[src/rtl/post_cov_semipar_if.sv]
// rtl/post_cov_semipar_if.sv - start/busy/done bus of the 2x2 posterior covariance stage
// Ports (as interface members):
//   start                 request, driven by the master
//   h00..h11, k00..k11    H and K matrices, signed Q(N-FRAC).FRAC
//   pp00..pp11            prior covariance, same format
//   busy, done            status, driven by the slave
//   P_POST00..P_POST11    posterior covariance results, same format
// Modports: master (requester side), slave (post_cov_semipar side).
interface post_cov_semipar_if #(
    parameter int N = 20
);
    logic                start;
    logic signed [N-1:0] h00, h01, h10, h11;
    logic signed [N-1:0] k00, k01, k10, k11;
    logic signed [N-1:0] pp00, pp01, pp10, pp11;
    logic                busy;
    logic                done;
    logic signed [N-1:0] P_POST00, P_POST01, P_POST10, P_POST11;

    modport master (
        output start,
        output h00, h01, h10, h11,
        output k00, k01, k10, k11,
        output pp00, pp01, pp10, pp11,
        input  busy, done,
        input  P_POST00, P_POST01, P_POST10, P_POST11
    );

    modport slave (
        input  start,
        input  h00, h01, h10, h11,
        input  k00, k01, k10, k11,
        input  pp00, pp01, pp10, pp11,
        output busy, done,
        output P_POST00, P_POST01, P_POST10, P_POST11
    );
endinterface

[src/rtl/post_cov_semipar.sv]
// rtl/post_cov_semipar.sv - 2x2 posterior covariance P_PRIOR - K*(H*P_PRIOR), 4 shared multipliers
// Ports:
//   clk   rising-edge clock
//   rst   asynchronous active-high reset
//   bus   post_cov_semipar_if.slave: start/busy/done handshake, H, K, P_PRIOR in, P_POST out
// Parameters: N data width, FRAC fractional bits (the interface N must match).
// A request is accepted on an idle edge E0 and the result lands on E7 with a
// one-cycle done pulse; the four multipliers are reused on four load steps.
module post_cov_semipar #(
    parameter int N    = 20,
    parameter int FRAC = 10
) (
    input  logic              clk,
    input  logic              rst,
    post_cov_semipar_if.slave bus
);
    localparam int W = 2 * N;

    typedef enum logic [2:0] {
        IDLE, PH1, PH2, PH3, PH4, PH5, PH6, PH7
    } phase_t;

    phase_t phase;

    // Captured operands: index 0..3 = element 00, 01, 10, 11.
    logic signed [N-1:0] c_h  [4];
    logic signed [N-1:0] c_k  [4];
    logic signed [N-1:0] c_pp [4];

    // Multiplier operand registers and intermediate M = H*P_PRIOR.
    logic signed [N-1:0] op_a [4];
    logic signed [N-1:0] op_b [4];
    logic signed [N-1:0] m00, m01, m10, m11;

    // Truncated first-column results held until the second column finishes,
    // so the visible outputs only ever change at E7.
    logic signed [N-1:0] hold00, hold10;

    logic signed [N-1:0] post00, post01, post10, post11;
    logic                busy_r, done_r;

    logic signed [W-1:0] prod [4];
    logic signed [W-1:0] sum01, sum23;

    function automatic logic signed [W-1:0] sext(input logic signed [N-1:0] v);
        return {{N{v[N-1]}}, v};
    endfunction

    // Floor truncation back to N bits: drop FRAC low bits, wrap the top.
    function automatic logic signed [N-1:0] trunc(input logic signed [W-1:0] x);
        return x[FRAC+N-1:FRAC];
    endfunction

    function automatic logic signed [W-1:0] pp2n(input logic signed [N-1:0] v);
        return sext(v) <<< FRAC;
    endfunction

    always_comb begin
        for (int i = 0; i < 4; i++) begin
            prod[i] = sext(op_a[i]) * sext(op_b[i]);
        end
        sum01 = prod[0] + prod[1];
        sum23 = prod[2] + prod[3];
    end

    always_ff @(posedge clk or posedge rst) begin
        if (rst) begin
            phase  <= IDLE;
            busy_r <= 1'b0;
            done_r <= 1'b0;
            for (int i = 0; i < 4; i++) begin
                c_h[i]  <= '0;
                c_k[i]  <= '0;
                c_pp[i] <= '0;
                op_a[i] <= '0;
                op_b[i] <= '0;
            end
            m00    <= '0;
            m01    <= '0;
            m10    <= '0;
            m11    <= '0;
            hold00 <= '0;
            hold10 <= '0;
            post00 <= '0;
            post01 <= '0;
            post10 <= '0;
            post11 <= '0;
        end else begin
            done_r <= 1'b0;
            case (phase)
                IDLE: begin
                    if (bus.start) begin
                        c_h[0]  <= bus.h00;  c_h[1]  <= bus.h01;
                        c_h[2]  <= bus.h10;  c_h[3]  <= bus.h11;
                        c_k[0]  <= bus.k00;  c_k[1]  <= bus.k01;
                        c_k[2]  <= bus.k10;  c_k[3]  <= bus.k11;
                        c_pp[0] <= bus.pp00; c_pp[1] <= bus.pp01;
                        c_pp[2] <= bus.pp10; c_pp[3] <= bus.pp11;
                        // Column 0 of H*P_PRIOR straight from the ports.
                        op_a[0] <= bus.h00;  op_b[0] <= bus.pp00;
                        op_a[1] <= bus.h01;  op_b[1] <= bus.pp10;
                        op_a[2] <= bus.h10;  op_b[2] <= bus.pp00;
                        op_a[3] <= bus.h11;  op_b[3] <= bus.pp10;
                        busy_r  <= 1'b1;
                        phase   <= PH1;
                    end
                end
                PH1: begin
                    m00   <= trunc(sum01);
                    m10   <= trunc(sum23);
                    phase <= PH2;
                end
                PH2: begin
                    // Column 1 of H*P_PRIOR.
                    for (int i = 0; i < 4; i++) begin
                        op_a[i] <= c_h[i];
                    end
                    op_b[0] <= c_pp[1];
                    op_b[1] <= c_pp[3];
                    op_b[2] <= c_pp[1];
                    op_b[3] <= c_pp[3];
                    phase   <= PH3;
                end
                PH3: begin
                    m01   <= trunc(sum01);
                    m11   <= trunc(sum23);
                    phase <= PH4;
                end
                PH4: begin
                    for (int i = 0; i < 4; i++) begin
                        op_a[i] <= c_k[i];
                    end
                    op_b[0] <= m00;
                    op_b[1] <= m10;
                    op_b[2] <= m00;
                    op_b[3] <= m10;
                    phase   <= PH5;
                end
                PH5: begin
                    // Subtraction stays in the 2N domain so K*M is not rounded
                    // before it is removed from P_PRIOR.
                    hold00 <= trunc(pp2n(c_pp[0]) - sum01);
                    hold10 <= trunc(pp2n(c_pp[2]) - sum23);
                    phase  <= PH6;
                end
                PH6: begin
                    for (int i = 0; i < 4; i++) begin
                        op_a[i] <= c_k[i];
                    end
                    op_b[0] <= m01;
                    op_b[1] <= m11;
                    op_b[2] <= m01;
                    op_b[3] <= m11;
                    phase   <= PH7;
                end
                PH7: begin
                    post00 <= hold00;
                    post10 <= hold10;
                    post01 <= trunc(pp2n(c_pp[1]) - sum01);
                    post11 <= trunc(pp2n(c_pp[3]) - sum23);
                    done_r <= 1'b1;
                    busy_r <= 1'b0;
                    phase  <= IDLE;
                end
                default: phase <= IDLE;
            endcase
        end
    end

    assign bus.busy     = busy_r;
    assign bus.done     = done_r;
    assign bus.P_POST00 = post00;
    assign bus.P_POST01 = post01;
    assign bus.P_POST10 = post10;
    assign bus.P_POST11 = post11;
endmodule

[src/flat_wrapper.sv]
// flat-port wrapper written by rule: the top's interface ports become plain ports
module post_cov_semipar_flat 
#(
    parameter int N    = 20,
    parameter int FRAC = 10
)
  (clk, rst, bus_start, bus_h00, bus_h01, bus_h10, bus_h11, bus_k00, bus_k01, bus_k10, bus_k11, bus_pp00, bus_pp01, bus_pp10, bus_pp11, bus_busy, bus_done, bus_P_POST00, bus_P_POST01, bus_P_POST10, bus_P_POST11);
  post_cov_semipar_if #(.N(N)) bus_i ();
  input  logic clk;
  input  logic rst;
  input wire logic [$bits(bus_i.start)-1:0] bus_start;
  input wire logic [$bits(bus_i.h00)-1:0] bus_h00;
  input wire logic [$bits(bus_i.h01)-1:0] bus_h01;
  input wire logic [$bits(bus_i.h10)-1:0] bus_h10;
  input wire logic [$bits(bus_i.h11)-1:0] bus_h11;
  input wire logic [$bits(bus_i.k00)-1:0] bus_k00;
  input wire logic [$bits(bus_i.k01)-1:0] bus_k01;
  input wire logic [$bits(bus_i.k10)-1:0] bus_k10;
  input wire logic [$bits(bus_i.k11)-1:0] bus_k11;
  input wire logic [$bits(bus_i.pp00)-1:0] bus_pp00;
  input wire logic [$bits(bus_i.pp01)-1:0] bus_pp01;
  input wire logic [$bits(bus_i.pp10)-1:0] bus_pp10;
  input wire logic [$bits(bus_i.pp11)-1:0] bus_pp11;
  output wire logic [$bits(bus_i.busy)-1:0] bus_busy;
  output wire logic [$bits(bus_i.done)-1:0] bus_done;
  output wire logic [$bits(bus_i.P_POST00)-1:0] bus_P_POST00;
  output wire logic [$bits(bus_i.P_POST01)-1:0] bus_P_POST01;
  output wire logic [$bits(bus_i.P_POST10)-1:0] bus_P_POST10;
  output wire logic [$bits(bus_i.P_POST11)-1:0] bus_P_POST11;
  assign bus_i.start = bus_start;
  assign bus_i.h00 = bus_h00;
  assign bus_i.h01 = bus_h01;
  assign bus_i.h10 = bus_h10;
  assign bus_i.h11 = bus_h11;
  assign bus_i.k00 = bus_k00;
  assign bus_i.k01 = bus_k01;
  assign bus_i.k10 = bus_k10;
  assign bus_i.k11 = bus_k11;
  assign bus_i.pp00 = bus_pp00;
  assign bus_i.pp01 = bus_pp01;
  assign bus_i.pp10 = bus_pp10;
  assign bus_i.pp11 = bus_pp11;
  assign bus_busy = bus_i.busy;
  assign bus_done = bus_i.done;
  assign bus_P_POST00 = bus_i.P_POST00;
  assign bus_P_POST01 = bus_i.P_POST01;
  assign bus_P_POST10 = bus_i.P_POST10;
  assign bus_P_POST11 = bus_i.P_POST11;
  post_cov_semipar #(.N(N), .FRAC(FRAC)) u_core (.clk(clk), .rst(rst), .bus(bus_i));
endmodule
[config.mk]
export PLATFORM = sky130hd
export DESIGN_NAME = post_cov_semipar_flat
export DESIGN_NICKNAME = d
export VERILOG_FILES = /design/src/rtl/post_cov_semipar_if.sv /design/src/rtl/post_cov_semipar.sv /design/src/flat_wrapper.sv
export SDC_FILE = /design/constraint.sdc
export NUM_CORES = 2
export LEC_CHECK = 0
export BUFFER_PORTS_ARGS = -buffer_cell sky130_fd_sc_hd__buf_4
export CAP_MARGIN = 10
export CORE_ASPECT_RATIO = 1.25
export CORE_UTILIZATION = 65
export CTS_BUF_LIST = sky130_fd_sc_hd__clkbuf_16
export DETAILED_ROUTE_END_ITERATION = 7
export GPL_TIMING_DRIVEN = 0
export PLACE_DENSITY = 0.82
export REMOVE_ABC_BUFFERS = 1
export SKIP_LAST_GASP = 1
export SYNTH_ARGS = -nofsm -noshare
export SYNTH_HDL_FRONTEND = slang
export SYNTH_SLANG_ARGS = --single-unit
[constraint.sdc]
create_clock -name clk -period 19 [get_ports clk]
set_input_delay 0.95 -clock clk [delete_from_list [all_inputs] [get_ports clk]]
set_output_delay 0.95 -clock clk [all_outputs]
set_load 0.005 [all_outputs]
* Word-level counts from Yosys, hierarchy flattened
Index checks and enable logic that the tools add are counted.
Widths: inputs -> output; s select.
** Storage, ports and cells
- Bits of input ports :: 243
- Register bits after elaboration :: 605
- Memories :: 0
- Output and inout port bits :: 82
- Bits in writable memories :: 0
- Latch bits :: 0
- ROM bits :: 0
- Word-level logic and storage cells :: 69
** Cells by class
- Divide/modulo/power cells :: 0
- $lt $le $gt $ge :: 0
- Reductions and logical operators :: 9
- Multipliers :: 4
- Equal/unequal tests :: 8
- Multiplexer cells :: 9
- Shift-type cells :: 0
- Add/sub/neg operators :: 6
- Bitwise gates (word level) :: 0
** Operator list (number)
- $pmux 80 s4 :: 1
- $pmux 80 s3 :: 1
- $mux 80 :: 2
- $mul 20x20->30 :: 4
- $sub 30x30->30 :: 4
- $add 30x30->30 :: 2
- $pmux 3 s8 :: 1
- $eq 3x3->1 const B :: 4
- $reduce_and 2->1 :: 4
- $eq 3x2->1 const B :: 2
- $reduce_bool 4->1 :: 1
- $eq 3x1->1 const B :: 1
- $logic_not 3->1 :: 1
- $mux 3 :: 1
- $reduce_bool 3->1 :: 1
- $mux 1 :: 2
- $ne 2x2->1 const B :: 1
- $pmux 1 s2 :: 1
- $reduce_bool 2->1 :: 1
- $reduce_or 2->1 :: 1

* Longest topological paths before layout
- Depth in word-level cells :: 4
- Depth in mapped cells :: 43
- Mapped depth without buffers :: 41

* Worst setup path after synthesis
OpenSTA, ideal clock, no wires.
- Kind :: reg2reg
- Start point :: reg u_core.op_b[2] (netlist name)
- End point :: reg u_core.hold10[19]
- Setup time :: 0.133 ns
- Arrival :: 10.381 ns
- Required time :: 18.867 ns
- Stages on the path, launching flop included :: 42
- Slack :: 8.486 ns
- Cell sequence :: dfrtp_1 > clkbuf_1 > and2_1 > fa_1 > fa_1 > inv_1 > fa_1 > inv_1 > fa_1 > inv_1 > fa_1 > inv_1 > fa_1 > fa_1 > inv_1 > fa_1 > inv_1 > ha_1 > [... 6 more ...] > a21oi_1 > xor2_1 > ha_1 > a2111oi_0 > nand2b_1 > or2_1 > a31o_1 > a31o_1 > maj3_2 > maj3_2 > maj3_2 > maj3_2 > maj3_2 > maj3_2 > maj3_2 > a211o_1 > xnor3_1 > o21ai_1
** On the way
- Longest elaborated chain between the ends :: 3
** RTL lines
- start, declared :: line post_cov_semipar.sv:32 : logic signed [N-1:0] op_b [4];
- $mul 20x20->30 :: line post_cov_semipar.sv:60 : prod[i] = sext(op_a[i]) * sext(op_b[i]);
- $add 30x30->30 :: line post_cov_semipar.sv:63 : sum23 = prod[2] + prod[3];
- $sub 30x30->30 :: line post_cov_semipar.sv:143 : hold10 <= trunc(pp2n(c_pp[2]) - sum23);
- end signal, assigned :: line post_cov_semipar.sv:143
- end, declared :: line post_cov_semipar.sv:37 : logic signed [N-1:0] hold00, hold10;
Every way passes these cells.
A chain may end at the register's enable or synchronous reset.

* Worst setup path after layout
- Start point :: reg u_core.op_b[3] (netlist name)
- End point :: reg u_core.hold10[18]
The elaborated chain is that of the path after synthesis.

==> flow_metrics.py <==
metrics = {
    "layout": {
        "area_growth_pct": 8.30,
        "utilization_pct": 71.1,
        "final_common_cell": "inv_1",
        "multiInputGateArea_um2": 52500,
        "final_cell_mix": "inv_1 (1370), fa_1 (1332), nand2_1 (905)",
        "final-seq-area_um2": 14200,
        "fillers": 8015,
        "layout-drive-gt1-share_pct": 11.5,
        "instances_no_fill": 9031,
        "nets": 9515,
    },
    "die": {
        "die_h_um": 378,
        "die_w_um": 302,
        "core_area_um2": 112000,
        "design.die.area_um2": 114000,
        "std_cell_rows": 137,
        "start_util_pct": 65.6,
        "io_pins": 325,
    },
    "sta": {
        "period_share_pct": 65.8,
        "worstMarginPinSlew_ns": 1.31,
        "timing.final.ws_setup_ns": 6.49,
        "rsz0062_at_grt": "no",
        "relSlewSlack_pct": 11.5,
        "hold_viol_final": 0,
        "fmax_mhz": 79.9,
        "drv_slew": 0,
        "tns_ns": 0,
        "skew_ns": 0.0598,
        "finalSetupViolCount": 0,
        "finalCriticalPeriod_ns": 12.51,
    },
    "critical_path": {
        "reg2regPathDepth": 40,
        "cpMostUsedCell": "fa_1",
        "r2r_slack_ns": 6.49,
        "reg2reg_from": "u_core.op_b[3]",
        "crit_fanout": 22,
        "critPathMaxStageDelay_ns": 0.92,
        "end_kind": "flip-flop",
        "required_ns": 19.57,
        "timing.rr.end": "u_core.hold10[18]",
        "start_kind": "flip-flop",
        "worstPathArrival_ns": 13.08,
        "crit_type": "reg -> reg",
        "cp_slowest_cell": "dfrtp_1",
    },
    "placement": {
        "place_inst": 8913,
        "gp_congestion": 0.925,
        "dp_hpwl_mm": 146,
        "io_buffers": 324,
        "pre_cts_slack_ns": 6.64,
    },
    "yosys": {
        "synth_enable_flop_cells": 0,
        "seq_area_frac_synth_pct": 19.3,
        "syn_inst": 7492,
        "syn_area_um2": 73400,
        "synth-seq-cells": 565,
        "synth_ff_type": "dfrtp_1",
        "yosysWarnings": 0,
        "avgSynthCellArea_um2": 9.79,
        "async_flop_share_pct": 100,
        "yosysUniqueCellTypes": 74,
    },
    "global_route": {
        "grt_util_all_layers_pct": 33.0,
        "grt_overflow": 0,
        "grt_pass1_wl_mm": 296,
        "grt_pass1_vias": 58000,
        "grt_max_degree": 121,
        "antenna_found_initial": 7,
    },
    "route": {
        "ant_nets": 0,
        "wl_met1_mm": 66.1,
        "wire_per_inst_um": 19.9,
        "drc": 0,
        "vias": 52300,
        "top_layer_used": "met5",
        "detail_route.first_pass.iterations": 6,
        "wl_met2_mm": 94.4,
        "routed_wl_mm": 180,
        "viasPerCell": 5.79,
        "drtIter0Drc": 2962,
        "met3_length_mm": 11.8,
    },
    "cts": {
        "clock_path_buffers": 3,
        "root_buffer": "clkbuf_16",
        "cts_tree": "yes",
        "cts-buffers-inserted": 60,
        "postCtsHoldBufs": 0,
        "cts_setup_buffers": 0,
        "clock_latency_ns": 0.69,
        "clk_pin_slew_worst_paths_ns": 0.07,
        "ctsHtreeMaxLevel": 2,
        "post_cts_resized": 0,
        "clock_sinks": 565,
    },
    "hold_path": {
        "min_path_type": "in -> async",
    },
    "run_status": {
        "status": "finished clean",
    },
    "job": {
        "max_cap_viol_count": 0,
    },
}
==> how the worst max path moves through the flow <==
stage                                from                 endpoint  slack [ns]  cells past startpoint
after global placement    u_core.phase[2]           u_core.c_k[24]      -26.08                      2
after floorplan           u_core.phase[2]            u_core.c_h[0]      -10.26                      2
final                      u_core.op_b[3]        u_core.hold10[18]        6.49                     40
after detailed placement  u_core.op_a[10]        u_core.hold10[18]        6.64                     40
after CTS                  u_core.op_b[3]        u_core.hold10[18]        6.58                     40
after global routing      u_core.op_b[21]  u_core.bus.P_POST11[19]        6.08                     38
==> registers in the layout, indices dropped and copies added (netlist names), 40 cells and up <==
register	cells
u_core.op_a	80
u_core.op_b	40
u_core.c_k	80
u_core.c_h	80
u_core.c_pp	80
==> metrics by stage <==
| step | instance area, um2 | hold WS, ns |
|---|---|---|
| floorplan | 71700 | 0.444 |
| global placement | 76000 | 0.456 |
| detailed placement | 77400 | 0.465 |
| CTS | 79400 | 0.455 |
| global route | 79400 | 0.479 |
| finish | 79400 | 0.405 |
==> area by class of cell <==
cell class,instances,share of cell area [%]
Inverter,1360,6.44
Timing Repair Buffer,404,4.79
Clock buffer,60,1.89
Clock inverter,54,0.638
Multi-Input combinational cell,5127,66.1
Antenna cell,2,0.00630
Tap cell,1459,2.30
Sequential cell,565,17.8
==> synth_stat cells, drive strengths merged, types with 3 or more instances <==
master   count  area (um2)
nor3b        5        37.5
fa        1332       26700
a41oi        3        26.3
a211o        4        35.0
o21a        18         135
a22oi      118         886
mux2i        3        30.0
a211oi      11        82.6
nor4         9        56.3
nor2b       17         106
a21oi      188         941
or2         14        87.6
a31oi        9        56.3
dfrtp      565       14100
ha         422        5280
and3        10        62.6
nor3        18        90.1
nand3       14        70.1
clkbuf     425        1600
a22o         3        26.3
xor2        73         639
buf         15        57.6
nor2       188         706
and2       785        4910
a21o        40         300
a311o        3        30.0
o21ai      308        1540
or3          8        50.1
o31ai        9        67.6
o21bai       8        60.1
maj3        14         149
a2111oi      9        85.1
xnor2      177        1550
a31o         5        43.8
a311oi       3        32.5
nand2      907        3400
nand4        5        31.3
nand2b      32         200
mux2       323        3640
a21boi       3        22.5
inv       1359        5100
==> cell families (layout without fill, tap and decap cells) <==
| logic type | Yosys count | in the layout | synth area share, % |
|---|---|---|---|
| multiplexers | 326 | 326 | 5.00 |
| AO/OA/AOI/OAI | 761 | 761 | 6.20 |
| other | 0 | 2 | 0 |
| XOR/XNOR | 254 | 254 | 3.11 |
| buffers and inverters | 1800 | 1878 | 9.21 |
| AND/OR/NAND/NOR | 2018 | 2018 | 13.4 |
| adder cells (fa/ha/maj) | 1768 | 1768 | 43.8 |
| flip-flops | 565 | 565 | 19.3 |
==> critical path, delay by kind of cell, from the launching register on <==
| kind | cells | cell delay (ns) |
|---|---|---|
| AO/OA/AOI/OAI | 9 | 2.07 |
| XOR/XNOR | 2 | 0.92 |
| adder cells (fa/ha/maj) | 17 | 7.21 |
| buffers and inverters | 6 | 0.30 |
| flip-flops | 1 | 0.92 |
| AND/OR/NAND/NOR | 6 | 0.91 |
==> layer usage <==
layer / vias to the layer above / global-route usage [%]
li1: 22800 / -
met1: 27000 / 39.5
met2: 1989 / 59.0
met3: 577 / 5.07
met4: 4 / 14.0
met5: - / 0
Power is left out: the tool's default activity adds up to more than one toggle a clock period on the data nets, which glitch-free logic cannot reach.
